[src/rtl/div_issue_ctrl.sv]
// Issue-side controller for the divider: accepts one op over valid/ready, drives the
// divider enable/completed protocol, and returns the tagged quotient to writeback.
module div_issue_ctrl #(
  parameter int          TAG_W          = 5,
  parameter int          TIMEOUT_CYCLES = 64,
  parameter logic [31:0] DZ_RESULT      = 32'hFFFF_FFFF
) (
  input  logic             clk,
  input  logic             rstn,
  input  logic             in_valid,
  output logic             in_ready,
  input  logic [31:0]      in_a,
  input  logic [31:0]      in_b,
  input  logic [TAG_W-1:0] in_tag,
  output logic [31:0]      div_a,
  output logic [31:0]      div_b,
  output logic             div_enabled,
  input  logic [31:0]      div_c,
  input  logic             div_completed,
  output logic             out_valid,
  input  logic             out_ready,
  output logic [31:0]      out_data,
  output logic [TAG_W-1:0] out_tag,
  output logic             out_dz,
  output logic             out_timeout
);

  localparam int CNT_W = (TIMEOUT_CYCLES > 2) ? $clog2(TIMEOUT_CYCLES) : 1;
  localparam logic [CNT_W-1:0] CNT_LAST = CNT_W'(TIMEOUT_CYCLES - 1);

  typedef enum logic [1:0] {
    IDLE,
    RUN,
    OUT
  } state_t;

  state_t           state, state_nx;
  logic [CNT_W-1:0] cnt, cnt_nx;
  logic [31:0]      a_nx, b_nx, data_nx;
  logic [TAG_W-1:0] tag_nx;
  logic             en_nx, valid_nx, dz_nx, timeout_nx;
  logic             accept;

  // Held off during reset so dispatch never sees a handshake that is about to be discarded.
  assign in_ready = rstn && (state == IDLE);
  assign accept   = in_valid && in_ready;

  always_comb begin
    // NOTE: every target gets a hold-value default first, so no path can infer a latch.
    state_nx   = state;
    cnt_nx     = cnt;
    a_nx       = div_a;
    b_nx       = div_b;
    tag_nx     = out_tag;
    data_nx    = out_data;
    en_nx      = div_enabled;
    valid_nx   = out_valid;
    dz_nx      = out_dz;
    timeout_nx = out_timeout;

    case (state)
      IDLE: begin
        if (accept) begin
          a_nx       = in_a;
          b_nx       = in_b;
          tag_nx     = in_tag;
          timeout_nx = 1'b0;
          if (in_b == '0) begin
            // Zero divisor never reaches the divider; the result is known immediately.
            state_nx = OUT;
            data_nx  = DZ_RESULT;
            dz_nx    = 1'b1;
            valid_nx = 1'b1;
          end else begin
            state_nx = RUN;
            en_nx    = 1'b1;
            cnt_nx   = '0;
            dz_nx    = 1'b0;
          end
        end
      end

      RUN: begin
        cnt_nx = cnt + 1'b1;
        // Completion is checked first so a result arriving on the last allowed cycle is kept.
        if (div_completed) begin
          data_nx  = div_c;
          en_nx    = 1'b0;
          valid_nx = 1'b1;
          state_nx = OUT;
        end else if (cnt == CNT_LAST) begin
          data_nx    = '0;
          timeout_nx = 1'b1;
          en_nx      = 1'b0;
          valid_nx   = 1'b1;
          state_nx   = OUT;
        end
      end

      OUT: begin
        if (out_ready) begin
          valid_nx = 1'b0;
          state_nx = IDLE;
        end
      end

      default: begin
        state_nx = IDLE;
        en_nx    = 1'b0;
        valid_nx = 1'b0;
      end
    endcase
  end

  // NOTE: state uses non-blocking assignments so every register samples pre-edge values.
  always_ff @(posedge clk) begin
    if (!rstn) begin
      state       <= IDLE;
      cnt         <= '0;
      div_a       <= '0;
      div_b       <= '0;
      out_tag     <= '0;
      out_data    <= '0;
      div_enabled <= 1'b0;
      out_valid   <= 1'b0;
      out_dz      <= 1'b0;
      out_timeout <= 1'b0;
    end else begin
      state       <= state_nx;
      cnt         <= cnt_nx;
      div_a       <= a_nx;
      div_b       <= b_nx;
      out_tag     <= tag_nx;
      out_data    <= data_nx;
      div_enabled <= en_nx;
      out_valid   <= valid_nx;
      out_dz      <= dz_nx;
      out_timeout <= timeout_nx;
    end
  end

endmodule

[config.mk]
export PLATFORM = sky130hd
export DESIGN_NAME = div_issue_ctrl
export DESIGN_NICKNAME = d
export VERILOG_FILES = /design/src/rtl/div_issue_ctrl.sv
export SDC_FILE = /design/constraint.sdc
export NUM_CORES = 1
export LEC_CHECK = 0
export ABC_AREA = 0
export ABC_CLOCK_PERIOD_IN_PS = 2400
export CORE_AREA = 4 4 131 133
export DETAILED_ROUTE_END_ITERATION = 7
export DIE_AREA = 0 0 135 137
export HOLD_SLACK_MARGIN = 0.06
export PLACE_DENSITY_LB_ADDON = 0.12
export SYNTH_ARGS = -nofsm -noshare
export SYNTH_HDL_FRONTEND = slang
export SYNTH_SLANG_ARGS = --single-unit
export TNS_END_PERCENT = 100
[constraint.sdc]
create_clock -name clk -period 2.4 [get_ports clk]
set_input_delay 0.6 -clock clk [delete_from_list [all_inputs] [get_ports clk]]
set_output_delay 0.6 -clock clk [all_outputs]
set_load 0.02 [all_outputs]
==> out/results.ini, run 1 <==
[run_status]
status=completed

[yosys]
syn_nets=679
synth_cells=572
yosysUniqueCellTypes=43
syn_area_per_cell_um2=8.27
yosys_warnings=0
synth_edf_count=0
synth_seq_cells=113
synthDominantCellAreaShare_pct=47.8
synth_area_um2=4730
synth_ff_type=dfxtp_1
synth.area.top_cells=dfxtp_1, nand2_1, o21ai_0
synth_area_leader_cell=dfxtp_1
synth-async-reset-ratio_pct=0
synth-seq-area-share_pct=47.8

[timing]
slew_headroom_pct=66.7
fin_skew_ns=0.00760
slew_violations=0
tns_ns=0
min_period_ns=2.15
rsz0062_at_grt=no
hold_violations=0
setup_viol=0
fmax_mhz=465
worstMarginPinSlew_ns=0.500
period_share_pct=89.6

[routing]
antenna_left=0
wl_per_cell_um=14.6
via_count=4702
drt_iter0_drc=203
wl_um=14800
drc=0
vias_per_cell=4.66
dr.pass1.iters=4

[pwr]
power_frac_clock_pct=42.1
seqPwrFrac_pct=35.9
switchingPower_mw=1.63
comb_power_share_pct=21.9
power_leakage_nw=2.71
netSwitchingFraction_pct=27.5
ir_drop_uv=483
power.density_nw_per_um2=772
intPower_mw=4.30

[clocking]
clk_latency_ns=0.40
cts_resized=0
cts_htree_levels=4
cts_sinks=113
root_buffer=clkbuf_16
holdBufCountCts=0
post-cts-setup-buffers=0
clkSlewWorstSetupHoldPaths_ns=0.05
clock_path_buffers=2
cts_tree=yes
cts_made_buffers=17

[global_routing]
grt_pass1_vias=4711
grt_first_pass_wirelength_um=23600
grt_overflow=0
grt_max_degree=104
groute.usage.overall_pct=15.8
antenna_found_initial=1

[floorplan]
die_y_um=137
dieArea_um2=18500
num_rows=46
io_pins=212
die_x_um=135
initial_utilization_pct=29.9
core_um2=15800

[placement]
hpwl_um=10600
gp_congestion=0.763
io_buffers=211

[setup_path]
crit_type=flip-flop to output port
crit_arrival_ns=1.55
critPathLaunchType=flip-flop
crit_required_ns=1.80
cp_max_fo=2
endpoint_kind=output port
r2r_cells=6

[finish]
regArea_um2=2260
drive_gt1_share_pct=12.1
fillers=1478
fin_util_pct=48.5
multi_input_area_um2=2200
area_growth_pct=62.3
antennaDiodeCount=0
layout.nets=888

[min_path]
min_path_cells=2
hp-class=flip-flop to flip-flop

[run]
maxCapViolCount=0

## state kept, by name (all words and copies together) (netlist names)
signal       flops
cnt              6
div_a           32
div_b           32
div_enabled      1
out_data        32
out_dz           1
out_tag          5
out_timeout      1
out_valid        1
state            2
## path summary, 6_finish.rpt
kind                            startpoint           to  slack (ns)
worst max-delay path              state[0]     in_ready        0.25
worst max register to register    state[0]  out_data[4]        0.51
worst min register to register   div_b[27]    div_b[27]        0.45
worst min-delay path             div_b[27]    div_b[27]        0.45
## cells by family (layout without fill, tap and decap cells)
| group | count (synthesis) | in the layout | synth area share (%) |
|---|---|---|---|
| AOI/OAI and AO/OA | 195 | 195 | 27.1 |
| adders and majority gates | 1 | 1 | 0.264 |
| DFF | 113 | 113 | 47.8 |
| muxes | 1 | 1 | 0.211 |
| buffers and inverters | 50 | 272 | 5.79 |
| and+or+nand+nor | 212 | 212 | 18.8 |
## metrics by stage
| stage | cell area (um^2) | power, mW | std cells | hold slack [ns] | setup slack, ns |
|---|---|---|---|---|---|
| 2_1_floorplan | 4730 | 2.86 | 572 | 0.478 | 0.497 |
| 3_3_place_gp | 7100 | 3.45 | 978 | 0.443 | -0.116 |
| 3_5_place_dp | 7100 | 3.48 | 978 | 0.450 | -0.132 |
| 4_1_cts | 7680 | 6.04 | 1010 | 0.458 | 0.205 |
| 5_1_grt | 7680 | 6.23 | 1010 | 0.475 | 0.132 |
| 6_report | 7680 | 5.93 | 1010 | 0.452 | 0.250 |
## layer usage
metal / track usage (%) / share of wire [%] / up-vias
li1: - / - / 2400
met1: 19.4 / 45 / 2131
met4: 6.44 / 1.8 / 2
met3: 5.51 / 7.2 / 23
met2: 25.3 / 46 / 146
met5: 0 / 0.047 / -
## Yosys cell counts, types with 2 or more instances
cell	n
clkbuf_2	4
buf_4	13
a21o_1	3
and4_1	2
nor2b_4	2
o22ai_1	4
nor4_1	9
nand4_1	2
buf_2	2
a211oi_1	4
nand2_1	151
clkbuf_1	23
a211oi_2	30
nor3_1	4
o21ai_0	104
a221oi_1	2
nor2_1	33
inv_1	2
a21oi_1	37
nand3_1	3
buf_6	4
dfxtp_1	113
## power by group through the flow
stage	Clock, mW	Sequential, mW	Combinational, mW
3_3_place_gp	0	2.16	1.29
3_5_place_dp	0	2.17	1.31
4_1_cts	2.59	2.13	1.31
5_1_grt	2.67	2.15	1.41
6_report	2.50	2.13	1.30
2_1_floorplan	0	2.35	0.508
## layout by cell type, fill, tap and decap left out, drive strengths merged
master,count
inv,3
nor4,9
a221oi,2
nor2b,3
nand2b,1
bufinv,3
buf,27
and3b,1
o211a,2
nand2,152
a211oi,34
clkinv,7
nand3,3
o22ai,4
o221a,1
a22oi,1
a41oi,2
ha,1
mux2i,1
nor2,34
o21ai,105
nor3,4
and4,3
clkinvlp,2
o2bb2ai,1
dfxtp,113
a211o,1
a31oi,1
nand4,2
clkdlybuf4s50,210
clkbuf,20
a21o,3
a21oi,37
a22o,1
## critical path, cell delays in order (launching register included)
cell	delay (ns)
dfxtp_1	0.33
nor3_1	0.17
clkdlybuf4s50_1	0.65
## area by class of cell
type / instances / area share, %
Timing Repair Buffer: 237 / 30.6
Sequential cell: 113 / 29.4
Multi-Input combinational cell: 409 / 28.6
Clock buffer: 20 / 5.81
Tap cell: 216 / 3.52
Clock inverter: 12 / 1.82
Inverter: 3 / 0.147
Note: power is estimated with default switching activity, not from simulation.
==> run 2, diff against run 1 <==
--- a/config.mk
+++ b/config.mk
@@ -7,9 +7,12 @@
 export LEC_CHECK = 0
 export ABC_AREA = 0
 export ABC_CLOCK_PERIOD_IN_PS = 2400
-export CORE_AREA = 4 4 131 133
+export CELL_PAD_IN_SITES_DETAIL_PLACEMENT = 2
+export CELL_PAD_IN_SITES_GLOBAL_PLACEMENT = 2
+export CORE_AREA = 4 4 149 151
+export CTS_CLUSTER_DIAMETER = 120
 export DETAILED_ROUTE_END_ITERATION = 7
-export DIE_AREA = 0 0 135 137
+export DIE_AREA = 0 0 153 155
 export HOLD_SLACK_MARGIN = 0.06
 export PLACE_DENSITY_LB_ADDON = 0.12
 export SYNTH_ARGS = -nofsm -noshare
==> run 2 against run 1 <==
  * Routed wire length increased by 24%
  * Critical endpoint unchanged
  * Non-clock buffer count increased by 3
  * Largest power group unchanged
  * Global-route usage decreased by 0.52 points
  * Cell count increased by 6.0%
==> out/results.ini, run 2 (synthesis results as in run 1) <==
[global_routing]
top_usage_layer=met2
grt_max_degree=63
antenna_found_initial=0
met3_usage_pct=4.01
grt_use_met1_pct=17.0
grt_use_met2_pct=28.3
groute.usage.overall_pct=15.3
grt_overflow=0
grt_first_pass_wirelength_um=29400
grt_pass1_vias=5453

[pwr]
switchingPower_mw=1.72
power_frac_clock_pct=43.0
fin_total_pwr_mw=6.12
power.density_nw_per_um2=782
netSwitchingFraction_pct=28.2
comb_power_share_pct=22.0
power_leakage_nw=2.73
intPower_mw=4.39
seqPwrFrac_pct=35.0
ir_drop_uv=447

[timing]
period_share_pct=94.1
setup_viol=0
slew_headroom_pct=54.6
worstMarginPinSlew_ns=0.680
tns_ns=0
rsz0062_at_grt=no
fmax_mhz=443
fin_skew_ns=0.0109
min_period_ns=2.26
slew_violations=0
hold_violations=0

[routing]
wl_per_cell_um=17.1
vias_per_cell=4.60
via_count=4924
antenna_left=0
dr.pass1.iters=4
wl_um=18300
drt_iter0_drc=147
drc=0

[run_status]
status=completed

[floorplan]
die_y_um=155
core_um2=20800
num_rows=53
dieArea_um2=23700
io_pins=212
initial_utilization_pct=22.7
die_x_um=153

[finish]
design_area_um2=7820
fillers=2283
drive_gt1_share_pct=12.7
most-common-layout-cells=clkdlybuf4s50_1, nand2_1, dfxtp_1, o21ai_0, a21oi_1
layout_commonest_cell=clkdlybuf4s50_1
reg_top3=div_a x32, div_b x32, out_data x32
multi_input_area_um2=2200
fin_util_pct=37.6
antennaDiodeCount=0
area_growth_pct=65.3
layout.nets=891
regArea_um2=2260

[clocking]
clock_path_buffers=2
cts_resized=0
cts_tree=yes
clk_latency_ns=0.41
cts_sinks=113
root_buffer=clkbuf_16
cts_htree_levels=4
holdBufCountCts=0
post-cts-setup-buffers=0
cts_made_buffers=17
clkSlewWorstSetupHoldPaths_ns=0.05

[setup_path]
cp_max_fo=6
endpoint_kind=output port
crit_type=flip-flop to output port
path_buf_inv=1
cp_slowest_cell=clkdlybuf4s50_1
crit_arrival_ns=1.66
path_delay_family=buffers and inverters
critPathLaunchType=flip-flop
critPathMaxStageDelay_ns=0.68
crit_chain=nor3_1 > clkdlybuf4s50_1
crit_required_ns=1.80

[placement]
io_buffers=211
placed_cell_area_um2=7210
gp_congestion=0.742
hpwl_um=13800

[min_path]
hp-class=flip-flop to flip-flop

[run]
maxCapViolCount=0

run 2: cell count changes in the layout (fill, tap and decap cells not counted):
cell,before,now
buf_12,4,5
dfxtp_1,113,112
dfxtp_2,0,1
clkbuf_8,1,0
clkinv_2,7,3
buf_4,22,24
clkinv_4,0,3
bufinv_16,3,4
clkbuf_1,2,0
clkinvlp_4,2,4
run 2: layer usage:
layer  share of wire (%)  up-vias
li1                    -     2405
met1                  42     2368
met2                  52      135
met3                 4.8       16
met4                 1.3        0
met5                   0        -
run 2: worst register-to-register path, cell delays in order, from the launching register on:
cell      delay, ns
dfxtp_2        0.43
buf_4          0.45
inv_1          0.16
a211o_1        0.35
buf_12         0.21
a21oi_1        0.21
a211oi_2       0.06
run 2: layout make-up:
class | count | share of cell area, %
timing repair buffer | 240 | 30.5
multi-input combinational | 409 | 28.1
clock buffer | 17 | 5.44
sequential | 113 | 28.9
clock inverter | 14 | 2.45
tap | 275 | 4.40
inverter | 3 | 0.144
run 2: metrics by stage:
stage          worst slack [ns]  hold slack, ns  std cells
4_1_cts                  0.0953           0.462       1071
3_3_place_gp            -0.0812           0.439       1040
2_1_floorplan             0.497           0.478        572
5_1_grt                  0.0429           0.475       1071
3_5_place_dp             -0.124           0.454       1040
6_report                  0.140           0.454       1071
run 2: worst paths after layout:
kind | slack, ns | end | start | cells after the start
worst max-delay path | 0.14 | in_ready | state[0] | 2
worst min-delay path | 0.45 | div_a[4] | div_a[4] | 2
worst max register to register | 0.42 | out_data[23] | state[0] | 6
worst min register to register | 0.45 | div_a[4] | div_a[4] | 2
run 2: power groups by stage:
stage | clock, mW | combinational, mW | sequential (mW)
after floorplan | 0 | 0.508 | 2.35
after CTS | 2.72 | 1.38 | 2.15
after detailed placement | 0 | 1.37 | 2.18
final | 2.63 | 1.34 | 2.14
after global routing | 2.81 | 1.46 | 2.16
after global placement | 0 | 1.32 | 2.17
==> run 3, diff against run 2 <==
--- a/config.mk
+++ b/config.mk
@@ -13,6 +13,7 @@
 export CTS_CLUSTER_DIAMETER = 120
 export DETAILED_ROUTE_END_ITERATION = 7
 export DIE_AREA = 0 0 153 155
+export GPL_TIMING_DRIVEN = 0
 export HOLD_SLACK_MARGIN = 0.06
 export PLACE_DENSITY_LB_ADDON = 0.12
 export SYNTH_ARGS = -nofsm -noshare
==> run 3 against run 2 <==
  * Register-to-register slack better by 0.14 ns
  * Flip-flop and latch count did not move
  * First-iteration DRC count decreased by 35%
  * Critical path depth is 2 higher
  * Via count grew 1.4%
  * Clock skew shrank 0.0044 ns
  * Global-route usage grew 0.70 points
  * Combinational power about the same
  * Sequential share of layout area is 0.29 points higher
  * Total power down 3.3%
  * Count of clock-buffer cells in the layout increased by 3
  * Largest cell class unchanged
==> out/results.ini, run 3 (synthesis results as in run 1) <==
[setup_path]
crit_arrival_ns=1.65
cp_max_fo=10
crit_required_ns=1.80
crit_type=input port to output port
endpoint_kind=output port
crit_chain=clkdlybuf4s50_1 > inv_2 > nor3_1 > buf_2
critPathLaunchType=input port
cp_slowest_cell=clkdlybuf4s50_1
reg2reg_from=cnt[0]
critPathMaxStageDelay_ns=0.54
crit_path_start=rstn

[finish]
layout_commonest_cell=clkdlybuf4s50_1
layout.nets=908
regArea_um2=2260
design_area_um2=7740
area_growth_pct=63.6
drive_gt1_share_pct=11.2
antennaDiodeCount=0
most-common-layout-cells=clkdlybuf4s50_1, nand2_1, dfxtp_1, o21ai_0, a21oi_1
reg_top3=div_a x32, div_b x32, out_data x32
fillers=2321
multi_input_area_um2=2200

[routing]
via_count=4995
vias_per_cell=4.59
wl_um=19100
wl_per_cell_um=17.6
drc=0
dr.pass1.iters=4
drt_iter0_drc=95
antenna_left=0

[floorplan]
io_pins=212
dieArea_um2=23700
die_y_um=155
initial_utilization_pct=22.7
die_x_um=153
num_rows=53
core_um2=20800

[pwr]
intPower_mw=4.20
power_leakage_nw=2.69
comb_power_share_pct=22.9
seqPwrFrac_pct=36.1
power.density_nw_per_um2=765
ir_drop_uv=350
switchingPower_mw=1.72
netSwitchingFraction_pct=29.1
power_frac_clock_pct=41.0

[global_routing]
grt_max_degree=20
antenna_found_initial=0
grt_first_pass_wirelength_um=30600
grt_pass1_vias=5521
groute.usage.overall_pct=16.0
grt_overflow=0

[run_status]
status=completed

[clocking]
cts_htree_levels=4
holdBufCountCts=0
clkSlewWorstSetupHoldPaths_ns=0.05
cts_sinks=113
clk_latency_ns=0.41
clock_path_buffers=2
cts_tree=yes
post-cts-setup-buffers=0
root_buffer=clkbuf_16
cts_made_buffers=17

[timing]
slew_violations=0
rsz0062_at_grt=no
period_share_pct=93.8
worstMarginPinSlew_ns=0.582
min_period_ns=2.25
setup_viol=0
fin_skew_ns=0.00642
hold_violations=0
slew_headroom_pct=60.8
tns_ns=0
fmax_mhz=444

[min_path]
min_from=div_b[28]
hp-class=flip-flop to flip-flop

[placement]
io_buffers=211
hpwl_um=14800
placed_cell_area_um2=7190
gp_congestion=0.756

[run]
maxCapViolCount=0

-- run 3: cell count changes in the layout (fill, tap and decap cells not counted), moves of 2 or more --
| cell | before | now |
|---|---|---|
| clkbuf_1 | 0 | 25 |
| clkbuf_2 | 0 | 4 |
| clkinv_2 | 3 | 5 |
| buf_6 | 0 | 4 |
| buf_4 | 24 | 13 |
| buf_12 | 5 | 0 |
| bufinv_16 | 4 | 2 |
| clkinv_4 | 3 | 0 |
| buf_2 | 1 | 3 |
-- run 3: path summary, 6_finish.rpt --
check / to / slack (ns) / cells past startpoint
setup / recovery: in_ready / 0.15 / 4
hold reg to reg: div_b[28] / 0.46 / 2
hold / removal: div_b[28] / 0.46 / 2
setup reg to reg: out_data[18] / 0.56 / 7
-- run 3: area by class of cell --
class,instances,area share [%]
clock buffer,20,5.77
clock inverter,11,1.49
timing repair buffer,211,27.2
inverter,3,0.145
buffer,46,3.35
sequential,113,29.2
multi-input combinational,409,28.4
tap,275,4.44
-- run 3: power groups by stage --
stage / Combinational [mW] / Sequential, mW / Clock (mW)
after floorplan: 0.508 / 2.35 / 0
after global placement: 1.34 / 2.17 / 0
after detailed placement: 1.38 / 2.18 / 0
after CTS: 1.39 / 2.14 / 2.51
after global routing: 1.48 / 2.16 / 2.60
final: 1.36 / 2.14 / 2.43
-- run 3: routing by layer --
metal | wire, um | part of all wire (%) | global-route usage (%)
met4 | 155 | 0.81 | 3.44
met2 | 9920 | 52 | 29.3
met3 | 980 | 5.1 | 5.03
met5 | 0 | 0 | 0
met1 | 8070 | 42 | 18.2
-- run 3: critical path: cells and delay by family --
kind	cells	cell delay (ns)
buffers and inverters	3	0.88
AND/OR/NAND/NOR	1	0.16
-- run 3: what timing repair did --
action	CTS	global route
pin swaps	0	0
resized for setup	4	2
setup endpoints to repair	1	1
-- run 3: stage by stage --
step,cells,power [mW],hold slack (ns),util [%],setup slack [ns]
floorplan,572,2.86,0.478,-,0.497
global placement,1058,3.51,0.438,34.5,-0.294
detailed placement,1058,3.56,0.450,34.5,-0.307
CTS,1088,6.04,0.463,37.2,0.0380
global route,1088,6.24,0.480,37.2,0.0867
finish,1088,5.92,0.459,37.2,0.148
